File: config.mk
export PLATFORM = sky130hd
export DESIGN_NAME = dmem_bus_arbiter
export DESIGN_NICKNAME = d
export VERILOG_FILES = /design/src/rtl/dmem_bus_arbiter.sv
export SDC_FILE = /design/constraint.sdc
export NUM_CORES = 1
export LEC_CHECK = 0
export BUFFER_PORTS_ARGS = -buffer_cell sky130_fd_sc_hd__clkbuf_2
export CORE_AREA = 2 2 117 119
export CTS_CLUSTER_DIAMETER = 40
export DETAILED_ROUTE_END_ITERATION = 8
export DIE_AREA = 0 0 119 121
export GPL_TIMING_DRIVEN = 0
export PLACE_DENSITY = 0.77
export REMOVE_ABC_BUFFERS = 1
export SYNTH_ARGS = -nofsm -noshare
export SYNTH_HDL_FRONTEND = slang
export SYNTH_SLANG_ARGS = --single-unit
File: constraint.sdc
create_clock -name clk -period 4.8 [get_ports clk]
set_input_delay 0.48 -clock clk [delete_from_list [all_inputs] [get_ports clk]]
set_output_delay 0.48 -clock clk [all_outputs]
set_load 0.01 [all_outputs]
File: src/rtl/dmem_bus_arbiter.sv
// rtl/dmem_bus_arbiter.sv - two-port data-memory bus arbiter, port 0 priority with starvation guard.
// Optional build macro ARB_ROUND_ROBIN_EN selects round-robin contention instead of the guard.
module dmem_bus_arbiter #(
    parameter int AW       = 32,
    parameter int DW       = 32,
    parameter int MAX_WAIT = 4
) (
    input  logic          clk,
    input  logic          reset,
    input  logic          p0_req,
    input  logic          p0_wr,
    input  logic [AW-1:0] p0_addr,
    input  logic [DW-1:0] p0_wdata,
    output logic          p0_gnt,
    output logic          p0_rvalid,
    output logic [DW-1:0] p0_rdata,
    input  logic          p1_req,
    input  logic          p1_wr,
    input  logic [AW-1:0] p1_addr,
    input  logic [DW-1:0] p1_wdata,
    output logic          p1_gnt,
    output logic          p1_rvalid,
    output logic [DW-1:0] p1_rdata,
    output logic          mem_rd,
    output logic          mem_wr,
    output logic [AW-1:0] mem_addr,
    output logic [DW-1:0] mem_wdata,
    input  logic [DW-1:0] mem_rdata,
    output logic          busy
);

    logic          mem_rd_q, mem_rd_d;
    logic          mem_wr_q, mem_wr_d;
    logic [AW-1:0] mem_addr_q, mem_addr_d;
    logic [DW-1:0] mem_wdata_q, mem_wdata_d;
    logic          rd_owner_q, rd_owner_d;
    logic          p0_rvalid_q, p0_rvalid_d;
    logic          p1_rvalid_q, p1_rvalid_d;
    logic [DW-1:0] p0_rdata_q, p0_rdata_d;
    logic [DW-1:0] p1_rdata_q, p1_rdata_d;
    logic          p1_wins_tie;
    logic          gnt_any;
    logic          win_wr;

`ifdef ARB_ROUND_ROBIN_EN
    // last_q = 1 means port 1 was granted most recently, so port 0 takes the next tie.
    logic last_q, last_d;

    assign p1_wins_tie = ~last_q;

    always_comb begin
        last_d = last_q;
        if (gnt_any) last_d = p1_gnt;
    end

    always_ff @(posedge clk or negedge reset) begin
        if (!reset) last_q <= 1'b1;
        else        last_q <= last_d;
    end
`else
    localparam logic [3:0] MAX_WAIT_C = 4'(MAX_WAIT);
    logic [3:0] wait_q, wait_d;

    assign p1_wins_tie = (wait_q == MAX_WAIT_C);

    always_comb begin
        wait_d = wait_q;
        if (!p1_req || p1_gnt)       wait_d = 4'd0;
        else if (wait_q != MAX_WAIT_C) wait_d = wait_q + 4'd1;
    end

    always_ff @(posedge clk or negedge reset) begin
        if (!reset) wait_q <= 4'd0;
        else        wait_q <= wait_d;
    end
`endif

    // Grant depends only on requests and arbitration state, never on bus read data.
    always_comb begin
        p0_gnt = 1'b0;
        p1_gnt = 1'b0;
        if (p0_req && p1_req) begin
            if (p1_wins_tie) p1_gnt = 1'b1;
            else             p0_gnt = 1'b1;
        end else begin
            p0_gnt = p0_req;
            p1_gnt = p1_req;
        end
    end

    assign gnt_any = p0_gnt | p1_gnt;
    assign win_wr  = p1_gnt ? p1_wr : p0_wr;

    always_comb begin
        mem_rd_d    = gnt_any & ~win_wr;
        mem_wr_d    = gnt_any & win_wr;
        mem_addr_d  = mem_addr_q;
        mem_wdata_d = mem_wdata_q;
        rd_owner_d  = rd_owner_q;
        if (gnt_any) begin
            mem_addr_d  = p1_gnt ? p1_addr  : p0_addr;
            mem_wdata_d = p1_gnt ? p1_wdata : p0_wdata;
            if (!win_wr) rd_owner_d = p1_gnt;
        end
    end

    // Read data returns one edge after the bus read, steered to the port that issued it.
    always_comb begin
        p0_rvalid_d = mem_rd_q & ~rd_owner_q;
        p1_rvalid_d = mem_rd_q & rd_owner_q;
        p0_rdata_d  = p0_rvalid_d ? mem_rdata : p0_rdata_q;
        p1_rdata_d  = p1_rvalid_d ? mem_rdata : p1_rdata_q;
    end

    always_ff @(posedge clk or negedge reset) begin
        if (!reset) begin
            mem_rd_q    <= 1'b0;
            mem_wr_q    <= 1'b0;
            mem_addr_q  <= '0;
            mem_wdata_q <= '0;
            rd_owner_q  <= 1'b0;
            p0_rvalid_q <= 1'b0;
            p1_rvalid_q <= 1'b0;
            p0_rdata_q  <= '0;
            p1_rdata_q  <= '0;
        end else begin
            mem_rd_q    <= mem_rd_d;
            mem_wr_q    <= mem_wr_d;
            mem_addr_q  <= mem_addr_d;
            mem_wdata_q <= mem_wdata_d;
            rd_owner_q  <= rd_owner_d;
            p0_rvalid_q <= p0_rvalid_d;
            p1_rvalid_q <= p1_rvalid_d;
            p0_rdata_q  <= p0_rdata_d;
            p1_rdata_q  <= p1_rdata_d;
        end
    end

    assign mem_rd    = mem_rd_q;
    assign mem_wr    = mem_wr_q;
    assign mem_addr  = mem_addr_q;
    assign mem_wdata = mem_wdata_q;
    assign busy      = mem_rd_q | mem_wr_q;
    assign p0_rvalid = p0_rvalid_q;
    assign p1_rvalid = p1_rvalid_q;
    assign p0_rdata  = p0_rdata_q;
    assign p1_rdata  = p1_rdata_q;

endmodule

==> results by group, run 1 <==
Yosys
  • Post-Syn Area: 5540 um2
  • Ys async rst share: 100%
  • Synth Instances: 385
  • Mux contribution to synthesized area: 13.0%
  • Synth Area in Compound Gates: 12.4%
  • Register area share after synthesis: 61.9%
  • Post-synth EDFFs: 0
  • Synth top area share: 61.9%
  • Ys Warns: 0
  • #FFs+latches synth: 137
  • Main combinational cell family by area after synthesis: multiplexers
  • Yosys top cell by area: dfrtp_1
  • Fraction of synthesized cell area in xor and xnor cells: 0.316%
  • Synth unique cells: 26
  • Syn avg cell area: 14.4 um2
  • Post-Synth Simple-Gate Area: 8.50%
  • Largest cells by area after synthesis: dfrtp_1 62%, mux2_2 13%, a221o_1 12%
  • Ys flop type: dfrtp_1
  • Post-Synth Adder-Cell Area: 0.452%

Job
  • Number of max-cap violations: 0

Clock tree
  • Maximum root-to-sink buffer count: 2
  • Clock-pin slew on the worst setup and hold paths: 60 ps
  • Post-CTS setup buffer count: 0
  • Root buf cell: clkbuf_16
  • Worst skew pair latency: 410 ps
  • Post-cts sizing count: 0
  • Total CTS buffers: 17
  • CTS tree: built
  • Sink Count: 137
  • Hold_buf cts: 0
  • # H-tree levels: 4

Worst setup path
  • Critical Path RT: 4320 ps
  • Worst Reg-to-Reg Cells: 6
  • Crit Path Class: register to output port
  • Crit path arrival time: 2500 ps
  • Max Fanout on Critical Path: 66
  • Critical Path Start Type: register
  • CP endpoint kind: output port
  • FF-to-FF Start: wait_q[0]
  • R2r setup slk: 2590 ps
  • FF-to-FF End: mem_wdata[0]
  • Worst Setup SP: wait_q[0]

Power
  • Seq pwr share: 41.3%
  • Pwr dens: 456 nW/um2
  • Comb pwr share: 19.8%
  • Clock Power Share: 38.9%
  • Maximum vdd drop: 0.194 mV
  • Internal power: 0.00262 W
  • Net Sw Frac: 26.7%
  • Sw Pwr: 0.000954 W
  • Leak pwr: 4.00 nW

Finish
  • Final Non-Filler Cells: 869
  • Layout cell share with drive strength beyond 1: 58.2%
  • Most frequent cells in the layout: 299 x clkbuf_2, 137 x dfrtp_1, 64 x and2_1, 64 x a221o_1, 64 x mux2_2
  • Most common cell after layout, fill and taps aside: clkbuf_2
  • Area growth syn-to-layout: 41.5%
  • ANT cells: 0
  • # nets final: 848
  • Util after Layout: 59.9%

STA
  • Hold Fails Final Rpt: 0
  • Maximum clock rate: 0.336 GHz
  • Worst slew pin tran: 1160 ps
  • Setup violators final: 0
  • Rel. slew slack: 22.6%
  • Final period util: 62.0%
  • Final min period: 2980 ps
  • Total negative slack: 0 ps
  • Setup ws final: 1820 ps
  • Hold_ws: 28.2 ps
  • Count of pins over their slew limit: 0
  • Post-Route Skew: 10.8 ps
  • RSZ-0062 raised after global routing: false

GRT
  • Pin count of the biggest net entering global routing: 81
  • Total gr overflow: 0
  • Initial antenna violation count: 0
  • First-pass GRT wire length: 24400 um
  • Overall Global Routing Usage: 21.8%
  • Vias in the first global route: 4707

Placed design
  • Final RePlAce weighted congestion: 0.845
  • Dpl cells: 837
  • Setup WS pre-CTS: 2190 ps
  • Detail Placement HPWL: 11600 um
  • I/O Buffers: 300

Routing
  • Wirelength per Cell: 17.9 um
  • Final WL: 15500 um
  • Vias per inst: 5.12
  • DRT antenna net count: 0
  • Initial DRC count: 239
  • Total iterations of the first detailed-routing run: 4
  • DRC Markers: 0
  • Total number of vias: 4452

Hold path
  • HP Class: input port to async pin

Die
  • Row cnt: 42
  • Starting density of the core: 42.3%
  • Die W: 119 um
  • Die area: 14400 um2
  • Core outline area: 13100 um2
  • Die height: 121 um
  • # IOs: 301

Outcome
  • Status: finished, final reports clean
[power by group through the flow]
stage	combinational [W]	sequential, W	clock (W)
finish	0.000707	0.00148	0.00139
global route	0.000769	0.00150	0.00148
CTS	0.000721	0.00147	0.00141
detailed placement	0.000719	0.00149	0
global placement	0.000693	0.00148	0
floorplan	0.000239	0.00157	0
[cell usage after synthesis, types with 2 or more instances]
master      n
and2_1     64
mux2_2     64
inv_1       5
clkbuf_1   10
buf_4       4
a221o_1    64
ha_1        2
dfrtp_1   137
buf_2       8
and3_1      4
buf_6       5
nand2_1     4
[flip-flops by register name, summed over array words and instances, names as in the netlist]
| name | count |
|---|---|
| mem_addr | 32 |
| mem_wdata | 32 |
| p0_rdata | 32 |
| p1_rdata | 32 |
| wait_q | 4 |
| mem_rd | 1 |
| mem_wr | 1 |
| p0_rvalid | 1 |
| p1_rvalid | 1 |
| rd_owner_q | 1 |
[routing by layer]
metal	up-vias	wire length, um	global-route usage (%)
met5	-	0	0
met4	0	174	5.21
met3	15	1470	8.88
met2	207	7760	37.2
met1	2205	6130	25.8
li1	2025	-	-
[worst max path at each step]
stage | end | cells after the start
CTS | p0_gnt | 6
floorplan | mem_addr[0] | 3
global route | p0_gnt | 6
detailed placement | p0_gnt | 5
finish | p0_gnt | 6
global placement | p1_gnt | 4
[through the flow]
step                total power, W  area [um2]
floorplan                  0.00181        5370
global placement           0.00217        7090
detailed placement         0.00221        7200
CTS                        0.00361        7830
global route               0.00375        7830
finish                     0.00357        7830
[cells by family after synthesis]
logic type,Yosys count
and+or+nand+nor,77
DFF,137
buffers and inverters,33
muxes,64
adders and majority gates,2
xor gates and xnor gates,2
AOI/OAI and AO/OA,70
[area by class of cell]
class	count	area (um2)
clock buffers	20	447
clock inverters	12	189
fillers	1031	5250
inverters	6	22.5
multi-input cells	215	1950
flip-flops and latches	137	3430
well taps	176	220
repair buffers	303	1580
[critical path, cell delays in order, from the launching register on]
cell	delay [ps]
dfrtp_1	370
inv_1	70
ha_1	210
nand4b_1	200
nand2_1	120
inv_2	820
clkbuf_2	290
No activity file was read; power rests on OpenSTA's default activity.
==> inputs of run 2 (changes only) <==
--- a/config.mk
+++ b/config.mk
@@ -6,12 +6,12 @@
 export NUM_CORES = 1
 export LEC_CHECK = 0
 export BUFFER_PORTS_ARGS = -buffer_cell sky130_fd_sc_hd__clkbuf_2
-export CORE_AREA = 2 2 117 119
+export CORE_AREA = 2 2 118 120
 export CTS_CLUSTER_DIAMETER = 40
 export DETAILED_ROUTE_END_ITERATION = 8
-export DIE_AREA = 0 0 119 121
+export DIE_AREA = 0 0 120 122
 export GPL_TIMING_DRIVEN = 0
-export PLACE_DENSITY = 0.77
+export PLACE_DENSITY = 0.76
 export REMOVE_ABC_BUFFERS = 1
 export SYNTH_ARGS = -nofsm -noshare
 export SYNTH_HDL_FRONTEND = slang
==> constraint.sdc (replaced) <==
create_clock -name clk -period 2.9 [get_ports clk]
set_input_delay 0.29 -clock clk [delete_from_list [all_inputs] [get_ports clk]]
set_output_delay 0.29 -clock clk [all_outputs]
set_load 0.01 [all_outputs]
==> run 2 against run 1 <==
Effect of this change:
- count of clock-buffer cells in the layout rose by 1
- non-clock buffer count up 1
- via count fell by 0.20%
- largest power group is now clock
- combinational power increased by 67%
- global-route usage decreased by 1.6 points
- highest routed layer unchanged
- critical path depth unchanged
- setup slack worse by 1400 ps
- clock skew decreased by 3.3 ps
- register-to-register slack worse by 1600 ps
- clock power grew 78%
- sequential power rose by 64%
==> results by group, run 2 (synthesis results as in run 1) <==
STA
  • RSZ-0062 raised after global routing: false (unchanged)
  • Final period util: 86.9%
  • Post-Route Skew: 7.56 ps (was 10.8 ps)
  • Count of pins over their slew limit: 0 (unchanged)
  • Hold Fails Final Rpt: 0 (unchanged)
  • Worst slew pin tran: 944 ps (was 1160 ps)
  • Maximum clock rate: 0.397 GHz
  • Hold_ws: 110 ps (was 28.2 ps)
  • Final min period: 2520 ps
  • Rel. slew slack: 36.9% (was 22.6%)
  • Setup violators final: 0 (unchanged)

Finish
  • Util after Layout: 58.5% (was 59.9%)
  • Final instance area: 7910 um2 (was 7830 um2)
  • Most common cell after layout, fill and taps aside: clkbuf_2 (unchanged)
  • # nets final: 849 (was 848)
  • Register Area: 3430 um2 (unchanged)
  • Area growth syn-to-layout: 42.8% (was 41.5%)
  • ANT cells: 0 (unchanged)
  • Footprint of the multi-input gates: 1950 um2 (unchanged)
  • Layout cell share with drive strength beyond 1: 58.2% (unchanged)
  • Fill cell instance count of the final layout: 1086 (was 1031)
  • Most frequent cells in the layout: 299 x clkbuf_2, 137 x dfrtp_1, 64 x and2_1, 64 x a221o_1, 64 x mux2_2 (unchanged)

Power
  • Leak pwr: 4.02 nW (was 4.00 nW)
  • Maximum vdd drop: 0.318 mV (was 0.194 mV)
  • Pwr dens: 770 nW/um2 (was 456 nW/um2)

Die
  • # IOs: 301 (unchanged)
  • Die area: 14600 um2 (was 14400 um2)
  • Core outline area: 13500 um2 (was 13100 um2)
  • Die W: 120 um (was 119 um)
  • Die height: 122 um (was 121 um)
  • Starting density of the core: 41.0% (was 42.3%)
  • Row cnt: 43 (was 42)

Hold path
  • HP Class: input port to register (was input port to async pin)
  • Worst hold stages: 2

Job
  • Number of max-cap violations: 0 (unchanged)

Placed design
  • Final RePlAce weighted congestion: 0.750 (was 0.845)
  • DP Area: 7210 um2 (was 7200 um2)
  • Detail Placement HPWL: 10700 um (was 11600 um)
  • I/O Buffers: 300 (unchanged)

Routing
  • Total iterations of the first detailed-routing run: 4 (unchanged)
  • Wirelength per Cell: 17.2 um (was 17.9 um)
  • Initial DRC count: 287 (was 239)
  • Vias per inst: 5.09 (was 5.12)
  • DRT antenna net count: 0 (unchanged)
  • Total number of vias: 4443 (was 4452)
  • Final WL: 15000 um (was 15500 um)
  • DRC Markers: 0 (unchanged)

Worst setup path
  • Critical Path RT: 2610 ps (was 4320 ps)
  • CP endpoint kind: output port (unchanged)
  • Max Fanout on Critical Path: 66 (unchanged)
  • R2r setup slk: 980 ps (was 2590 ps)
  • Crit Path Class: register to output port (unchanged)
  • Crit path arrival time: 2230 ps (was 2500 ps)
  • CP max stage delay: 520 ps (was 820 ps)
  • WP depth: 6 (unchanged)
  • Worst Reg-to-Reg Cells: 6 (unchanged)
  • Cell family with most CP delay: buffers and inverters (unchanged)
  • Worst path cell trace: inv_1, ha_1, nand4b_1, nand2_1, inv_4, clkbuf_2 (was inv_1, ha_1, nand4b_1, nand2_1, inv_2, clkbuf_2)
  • Critical path's slowest cell: inv_4 (was inv_2)
  • Worst path bufs/invs: 3 (unchanged)
  • Critical Path Start Type: register (unchanged)

GRT
  • Vias in the first global route: 4487 (was 4707)
  • Total gr overflow: 0 (unchanged)
  • Initial antenna violation count: 0 (unchanged)
  • Pin count of the biggest net entering global routing: 84 (was 81)
  • First-pass GRT wire length: 22900 um (was 24400 um)
  • Overall Global Routing Usage: 20.2% (was 21.8%)

Clock tree
  • # H-tree levels: 4 (unchanged)
  • CTS tree: built (unchanged)
  • Clock-pin slew on the worst setup and hold paths: 60 ps (about the same)
  • Maximum root-to-sink buffer count: 2 (unchanged)
  • Sink Count: 137 (unchanged)
  • Root buf cell: clkbuf_16 (unchanged)
  • Total CTS buffers: 17 (unchanged)
  • Worst skew pair latency: 410 ps (about the same)
  • Post-CTS setup buffer count: 0 (unchanged)

Outcome
  • Status: finished, final reports clean (unchanged)
==> run 2: through the flow <==
stage / power [W] / TNS, ps / worst slack, ps / cells
after detailed placement: 0.00364 / 0 / 505 / 841
final: 0.00609 / 0 / 379 / 873
after floorplan: 0.00300 / -11830 / -183 / 358
after global routing: 0.00636 / 0 / 234 / 873
after global placement: 0.00358 / -177580 / -1830 / 838
after CTS: 0.00616 / 0 / 57.2 / 873
==> run 2: path summary, 6_finish.rpt <==
check	start	endpoint
worst max-delay path	wait_q[0]	p0_gnt
worst max register to register	wait_q[0]	mem_addr[18]
min in group asynchronous	reset	mem_wdata[28]
worst min-delay path	p1_addr[31]	mem_addr[31]
worst min register to register	p0_rdata[21]	p0_rdata[21]
max in group asynchronous	reset	p0_rvalid
==> run 2: layout make-up <==
type	instances	share of cell area [%]
clock inverters	10	2.69
well taps	180	2.85
flip-flops and latches	137	43.4
inverters	6	0.317
clock buffers	21	5.95
repair buffers	304	20.2
multi-input cells	215	24.7
==> run 2: power by group <==
part / total, W / leakage (nW) / switching [W] / internal, W
clock network: 0.00248 / 0.326 / 0.000793 / 0.00168
registers: 0.00243 / 1.64 / 0.000181 / 0.00225
logic: 0.00118 / 2.05 / 0.000577 / 0.000601
==> run 2: timing repair <==
action / CTS / global route
endpoints found under the setup margin: 0 / 1
hold buffers: 1 / 0
endpoints found under the hold margin: 54 / 0
gates resized for setup: 0 / 2
==> run 2: routing by layer <==
layer / routed length [um] / global-route usage, % / vias to the layer above
li1: - / - / 2020
met1: 6120 / 24.0 / 2198
met2: 7530 / 35.1 / 213
met3: 1190 / 6.79 / 12
met4: 155 / 5.74 / 0
met5: 0 / 0 / -
